<file path="src/rtl/spi_master.sv">
// -----------------------------------------------------------------------------
// spi_master
//   Byte-oriented SPI master. Moves one WIDTH-bit word in each direction per
//   transaction, LSB first, with spi_clk derived from sclk by a programmable
//   half-period divider. Host side uses a start / busy / done handshake.
//
// Parameters
//   CLK_DIV : half-period of spi_clk in sclk cycles (>= 1)
//   WIDTH   : bits per transaction
//
// Ports
//   sclk     in          system clock, rising edge
//   reset    in          synchronous, active-low reset
//   start    in          transaction request, honoured only in IDLE
//   tx_data  in  [WIDTH] word to send, latched on acceptance
//   miso     in          serial data from slave
//   spi_clk  out         serial clock, idles low
//   cs       out         chip select, active-low, idles high
//   mosi     out         serial data to slave, LSB first
//   rx_data  out [WIDTH] last received word, held until the next done
//   busy     out         high while a transaction is in progress
//   done     out         one-cycle pulse at transaction end
// -----------------------------------------------------------------------------
module spi_master #(
  parameter int CLK_DIV = 2,
  parameter int WIDTH   = 8
) (
  input  logic             sclk,
  input  logic             reset,
  input  logic             start,
  input  logic [WIDTH-1:0] tx_data,
  input  logic             miso,
  output logic             spi_clk,
  output logic             cs,
  output logic             mosi,
  output logic [WIDTH-1:0] rx_data,
  output logic             busy,
  output logic             done
);

  localparam int DIV_W = (CLK_DIV > 1) ? $clog2(CLK_DIV) : 1;
  localparam int BIT_W = $clog2(WIDTH + 1);
  localparam logic [DIV_W-1:0] DIV_MAX  = DIV_W'(CLK_DIV - 1);
  localparam logic [BIT_W-1:0] BIT_LAST = BIT_W'(WIDTH - 1);

  typedef enum logic [2:0] {
    IDLE,
    SETUP,
    HIGH,
    LOW,
    HOLD
  } state_t;

  state_t           state, state_n;
  logic [DIV_W-1:0] div_cnt, div_cnt_n;
  logic [BIT_W-1:0] bit_cnt, bit_cnt_n;
  logic [WIDTH-1:0] tx_shift, tx_shift_n;
  logic [WIDTH-1:0] rx_shift, rx_shift_n;
  logic [WIDTH-1:0] rx_data_n;
  logic             spi_clk_n, cs_n, mosi_n, busy_n, done_n;

  // Every phase (SETUP, HIGH, LOW, HOLD) lasts exactly CLK_DIV sclk cycles.
  logic             div_end;
  logic [WIDTH-1:0] tx_next;

  assign div_end = (div_cnt == DIV_MAX);
  assign tx_next = tx_shift >> 1;

  // NOTE: synchronous reset -- reset is only looked at on the sclk edge, so it
  // sits inside the clocked branch rather than in the sensitivity list.
  // NOTE: sequential state uses non-blocking assignments so every register
  // samples the pre-edge value of every other register.
  always_ff @(posedge sclk) begin
    if (!reset) begin
      state    <= IDLE;
      div_cnt  <= '0;
      bit_cnt  <= '0;
      tx_shift <= '0;
      rx_shift <= '0;
      rx_data  <= '0;
      spi_clk  <= 1'b0;
      cs       <= 1'b1;
      mosi     <= 1'b0;
      busy     <= 1'b0;
      done     <= 1'b0;
    end else begin
      state    <= state_n;
      div_cnt  <= div_cnt_n;
      bit_cnt  <= bit_cnt_n;
      tx_shift <= tx_shift_n;
      rx_shift <= rx_shift_n;
      rx_data  <= rx_data_n;
      spi_clk  <= spi_clk_n;
      cs       <= cs_n;
      mosi     <= mosi_n;
      busy     <= busy_n;
      done     <= done_n;
    end
  end

  // NOTE: every signal driven here gets a default first, so no path through
  // the case statement can leave one unassigned and infer a latch.
  always_comb begin
    state_n    = state;
    div_cnt_n  = div_cnt;
    bit_cnt_n  = bit_cnt;
    tx_shift_n = tx_shift;
    rx_shift_n = rx_shift;
    rx_data_n  = rx_data;
    spi_clk_n  = spi_clk;
    cs_n       = cs;
    mosi_n     = mosi;
    busy_n     = busy;
    done_n     = 1'b0;

    unique case (state)
      IDLE: begin
        if (start) begin
          tx_shift_n = tx_data;
          rx_shift_n = '0;
          bit_cnt_n  = '0;
          div_cnt_n  = '0;
          cs_n       = 1'b0;
          mosi_n     = tx_data[0];
          busy_n     = 1'b1;
          state_n    = SETUP;
        end
      end

      SETUP, LOW: begin
        if (div_end) begin
          div_cnt_n = '0;
          spi_clk_n = 1'b1;
          state_n   = HIGH;
        end else begin
          div_cnt_n = div_cnt + 1'b1;
        end
      end

      HIGH: begin
        if (div_end) begin
          div_cnt_n  = '0;
          spi_clk_n  = 1'b0;
          // Falling edge: capture MISO half a period after the slave moved it.
          rx_shift_n = {miso, rx_shift[WIDTH-1:1]};
          bit_cnt_n  = bit_cnt + 1'b1;
          if (bit_cnt == BIT_LAST) begin
            state_n = HOLD;
          end else begin
            tx_shift_n = tx_next;
            mosi_n     = tx_next[0];
            state_n    = LOW;
          end
        end else begin
          div_cnt_n = div_cnt + 1'b1;
        end
      end

      HOLD: begin
        if (div_end) begin
          div_cnt_n = '0;
          cs_n      = 1'b1;
          mosi_n    = 1'b0;
          rx_data_n = rx_shift;
          done_n    = 1'b1;
          busy_n    = 1'b0;
          state_n   = IDLE;
        end else begin
          div_cnt_n = div_cnt + 1'b1;
        end
      end

      default: state_n = IDLE;
    endcase
  end

endmodule

</file>
<file path="config.mk">
export PLATFORM = sky130hd
export DESIGN_NAME = spi_master
export DESIGN_NICKNAME = d
export VERILOG_FILES = /design/src/rtl/spi_master.sv
export SDC_FILE = /design/constraint.sdc
export NUM_CORES = 1
export LEC_CHECK = 0
export ABC_CLOCK_PERIOD_IN_PS = 4059
export CORE_UTILIZATION = 50
export DETAILED_ROUTE_END_ITERATION = 7
export GPL_TIMING_DRIVEN = 0
export PLACE_DENSITY = 0.75
export SLEW_MARGIN = 10
export SYNTH_ARGS = -nofsm -noshare
export SYNTH_HDL_FRONTEND = slang
export SYNTH_SLANG_ARGS = --single-unit
export TNS_END_PERCENT = 10
</file>
<file path="constraint.sdc">
create_clock -name sclk -period 4.06 [get_ports sclk]
set_clock_uncertainty 0.15 [all_clocks]
set_input_delay 1.218 -clock sclk [delete_from_list [all_inputs] [get_ports sclk]]
set_output_delay 1.218 -clock sclk [all_outputs]
set_load 0.01 [all_outputs]
</file>
=== Word level (Yosys, flattened, before mapping) ===
Cells that the tools add are included.

* Output and inout bits: 13
* Register bits: 37
* Word-level logic and storage cells: 70

* Add/subtract/negate cells: 2
* Reduce and logical (&&, ||, !) cells: 17
* Multiplexer cells: 30
* Equal/unequal tests: 10

{| class="wikitable"
|+ Operators with widths
! operator !! number
|-
| $mux W8 || 5
|-
| $pmux W8 S2 || 2
|-
| $mux W3 || 5
|-
| $pmux W3 S4 || 1
|-
| $ne A2 B2 Y1 const B || 5
|-
| $mux W1 || 9
|-
| $reduce_and A3 Y1 || 3
|-
| $mux W4 || 2
|-
| $pmux W1 S2 || 4
|-
| $pmux W4 S2 || 1
|-
| $reduce_and A4 Y1 || 2
|-
| $reduce_bool A2 Y1 || 4
|-
| $eq A3 B2 Y1 const B || 2
|-
| $reduce_and A2 Y1 || 3
|-
| $reduce_and A5 Y1 || 1
|-
| $add A4 B1 Y4 const B || 1
|-
| $eq A4 B3 Y1 const B || 1
|-
| $reduce_or A4 Y1 || 1
|-
| $eq A3 B1 Y1 const B || 1
|-
| $eq A3 B3 Y1 const B || 1
|-
| $logic_not A3 Y1 || 1
|-
| $pmux W1 S3 || 1
|-
| $reduce_bool A3 Y1 || 1
|-
| $reduce_or A2 Y1 || 1
|-
| $add A1 B1 Y1 const B || 1
|}

=== Longest topological paths before layout ===
* Depth after elaboration: 4
* Depth in mapped cells: 6
* Depth with buffers taken out: 5

=== Least setup slack after synthesis ===
No wires, ideal clock.

* Path type: input -> register
* From: input start
* To: register tx_shift[3]
* Stages: 5
* Arrival: 2220 ps
* Setup slack: 1611 ps
* Required time: 3830 ps
* Path through: or4b_4 > a21bo_4 > buf_12 > nor2_2 > a211oi_2

* Word-level cells in the longest chain between the ends: 2

{| class="wikitable"
|+ Ends and longest elaborated chain
! element !! RTL line !! text
|-
| start: declaration || 30 || <nowiki>input logic start,</nowiki>
|-
| $ne A2 B2 Y1 (no line) || -- ||
|-
| $reduce_and A4 Y1 (no line) || -- ||
|-
| end signal: assignment || 90 || <nowiki>tx_shift <= tx_shift_n;</nowiki>
|-
| end: declaration || 57 || <nowiki>logic [WIDTH-1:0] tx_shift, tx_shift_n;</nowiki>
|}

Every way passes these cells.
A chain may end at the register's enable or synchronous reset.

==> impl_metrics.ini <==
[drt]
met3_length_um = 101
wl_met1_um = 1550
wl_met2_um = 1660
top_layer_used = met4
vias = 1290
antenna_left = 0
wire_per_inst_um = 15.2
drc = 1
dr.pass1.iters = 6
vias_per_cell = 5.84
wirelength_um = 3370
drtIter0Drc = 50

[yosys]
ys_seq_area_share_pct = 46.1
yosysTopAreaCell = dfxtp_1
netlist_area_um2 = 1560
synth_xor_area_share_pct = 1.12
synth-compound-area-share_pct = 22.9
avgSynthCellArea_um2 = 9.90
yosysTopAreaCellShare_pct = 46.1
synth.area.top_cells = dfxtp_1 (46%), mux2i_1 (6.4%), a22oi_1 (4.8%), a22o_1 (4.5%), nor2_1 (4.3%)
synth-simple-area-share_pct = 17.4
synthAdderAreaFrac_pct = 0.800
synthCells = 158
synth_top_family_by_area = compound AO/OA/AOI/OAI gates
synthMuxAreaShare_pct = 6.40
syn_nets = 171
ys_warn_count = 0
ys_ff_latch = 36
yosysUniqueCellTypes = 40

[cts]
holdBufCountCts = 0
cts_resized = 0
cts_buffer_depth = 2
cts_made_buffers = 5
insertion_delay_ns = 0.34
cts_tree = yes
htreeDepth = 2
clockRootBuffer = clkbuf_4
clk_pin_slew_ns = 0.11
cts.sinks = 36
postCtsSetupBuffers = 0

[floorplan]
io_pins = 25
start_util_pct = 54.8
fp.coreArea_um2 = 2850
die-area_um2 = 3360
die_x_um = 57.9
die-height_um = 57.9
rows = 19

[worst_setup_path]
cp-start-kind = primary input
worst_ep_arrival_time_ns = 2.97
required_ns = 4.18
cp_max_fo = 10
end_kind = flop
path_class = in -> reg

[timing]
final.setup.worst_slack_ns = 1.22
relSlewSlack_pct = 43.5
holdWs_ns = 0.321
hold_viol_final = 0
slew_viol_final = 0
period_minus_slack_ns = 2.84
finalSetupTns_ns = 0
worst-slew-pin-transition_ns = 0.848
fmax_mhz = 352
setup_viol = 0
rsz0062_at_grt = false
period_share_pct = 70.0

[global_route]
grt_use_total_pct = 22.2
overflow = 0
antenna_found_initial = 0
grt_pass1_wl_um = 5680
grt_pass1_vias = 1262
grt_max_degree = 13

[layout]
final_nets = 202
syn_to_final_growth_pct = 23.0
antenna_cells = 0
fin_util_pct = 67.4
final_cell_area_um2 = 1920
drive_gt1_share_pct = 13.7

[placement]
dpl.hpwl_um = 2410
postPlaceCellArea_um2 = 1840
place_ws_ns = 0.891
routabilityCongestion = 0.840
io_buffers = 24

[pwr]
powerDensity_nw_per_um2 = 490
leakage_uw = 0.000730
ir_worst_vdd_mv = 0.322

[worst_hold_path]
holdCritPathClass = reg -> reg

[outcome]
failed_checks = DRC
status = complete, but fails checks

[flow_run]
drv_cap = 0
-- final cells by class --
cell class                      count  area, um^2
Fill cell                         246         930
Multi-Input combinational cell    107         761
Sequential cell                    36         721
Timing Repair Buffer               24         240
Buffer                             13        75.1
Clock inverter                      3        42.5
Tap cell                           31        38.8
Clock buffer                        5        37.5
Inverter                            2        7.51
-- state kept, by name (all words and copies together), names as in the netlist, 3 cells and up --
| name | count |
|---|---|
| bit_cnt | 4 |
| tx_shift | 7 |
| rx_shift | 8 |
| rx_data | 8 |
| state | 3 |
-- stage by stage --
step,cells,total power [uW]
floorplan,158,623
global placement,213,683
detailed placement,213,697
CTS,221,944
global route,221,989
finish,221,942
-- layer usage --
metal  vias up  GRT usage [%]
li1        636              -
met1       629           28.4
met2        18           36.9
met3         7           5.36
met4         0           7.14
met5         -              0
-- where the power goes --
part	internal (uW)	switching, uW	total (uW)
clock	128	122	250
combinational	133	153	286
sequential	388	17.8	406
total	649	292	942
-- worst max-delay path, cell delays in order --
cell and delay, ns:
clkdlybuf4s50_1 0.63, inv_1 0.16, a21oi_1 0.68, a22o_1 0.27
-- cells in the final DEF, fill, tap and decap left out, drive strengths merged, types with 2 or more instances in the layout --
cell type / count
a211oi: 7
xor2: 2
o21ai: 3
nor3: 4
dfxtp: 36
or2: 2
inv: 2
nand2: 4
nor2b: 4
a22oi: 10
a22o: 8
clkbuf: 11
a21oi: 6
o21a: 3
a2bb2oi: 2
nor2: 22
nand3b: 3
and3: 2
clkdlybuf4s50: 24
buf: 7
mux2i: 10
-- logic make-up (layout without fill, tap and decap cells) --
logic type      after synthesis  in the layout
simple gates                 50             50
buf+inv                      15             47
mux                          10             10
xor+xnor                      2              2
compound gates               44             44
fa+ha+maj                     1              1
flops                        36             36
-- cell usage after synthesis, drive strengths merged --
library cell  instances
nor3                  4
o2bb2ai               1
nand2                 4
a22oi                10
o21a                  3
and4bb                1
nor2                 22
a21bo                 1
a211o                 1
nand4                 1
nand2b                1
buf                   7
or2                   2
or3                   1
a211oi                7
nor2b                 4
ha                    1
xor2                  2
inv                   2
and3                  2
or4b                  1
a32o                  1
nand3b                3
and2                  1
nor3b                 1
o221a                 1
a22o                  8
mux2i                10
dfxtp                36
clkbuf                6
a21oi                 6
o21ai                 3
nand3                 1
and3b                 1
a2bb2oi               2
-- worst paths after layout --
kind	startpoint	to	slack [ns]	cells past startpoint
worst min-delay path	mosi$_SDFFE_PN0P_	mosi$_SDFFE_PN0P_	0.32	2
worst max register to register	state[1]$_SDFFE_PN0P_	rx_data[6]$_SDFFE_PN0P_	2.11	5
worst max-delay path	reset	rx_data[6]$_SDFFE_PN0P_	1.22	4
worst min register to register	mosi$_SDFFE_PN0P_	mosi$_SDFFE_PN0P_	0.32	2
Power figures use the tool's default switching activity.
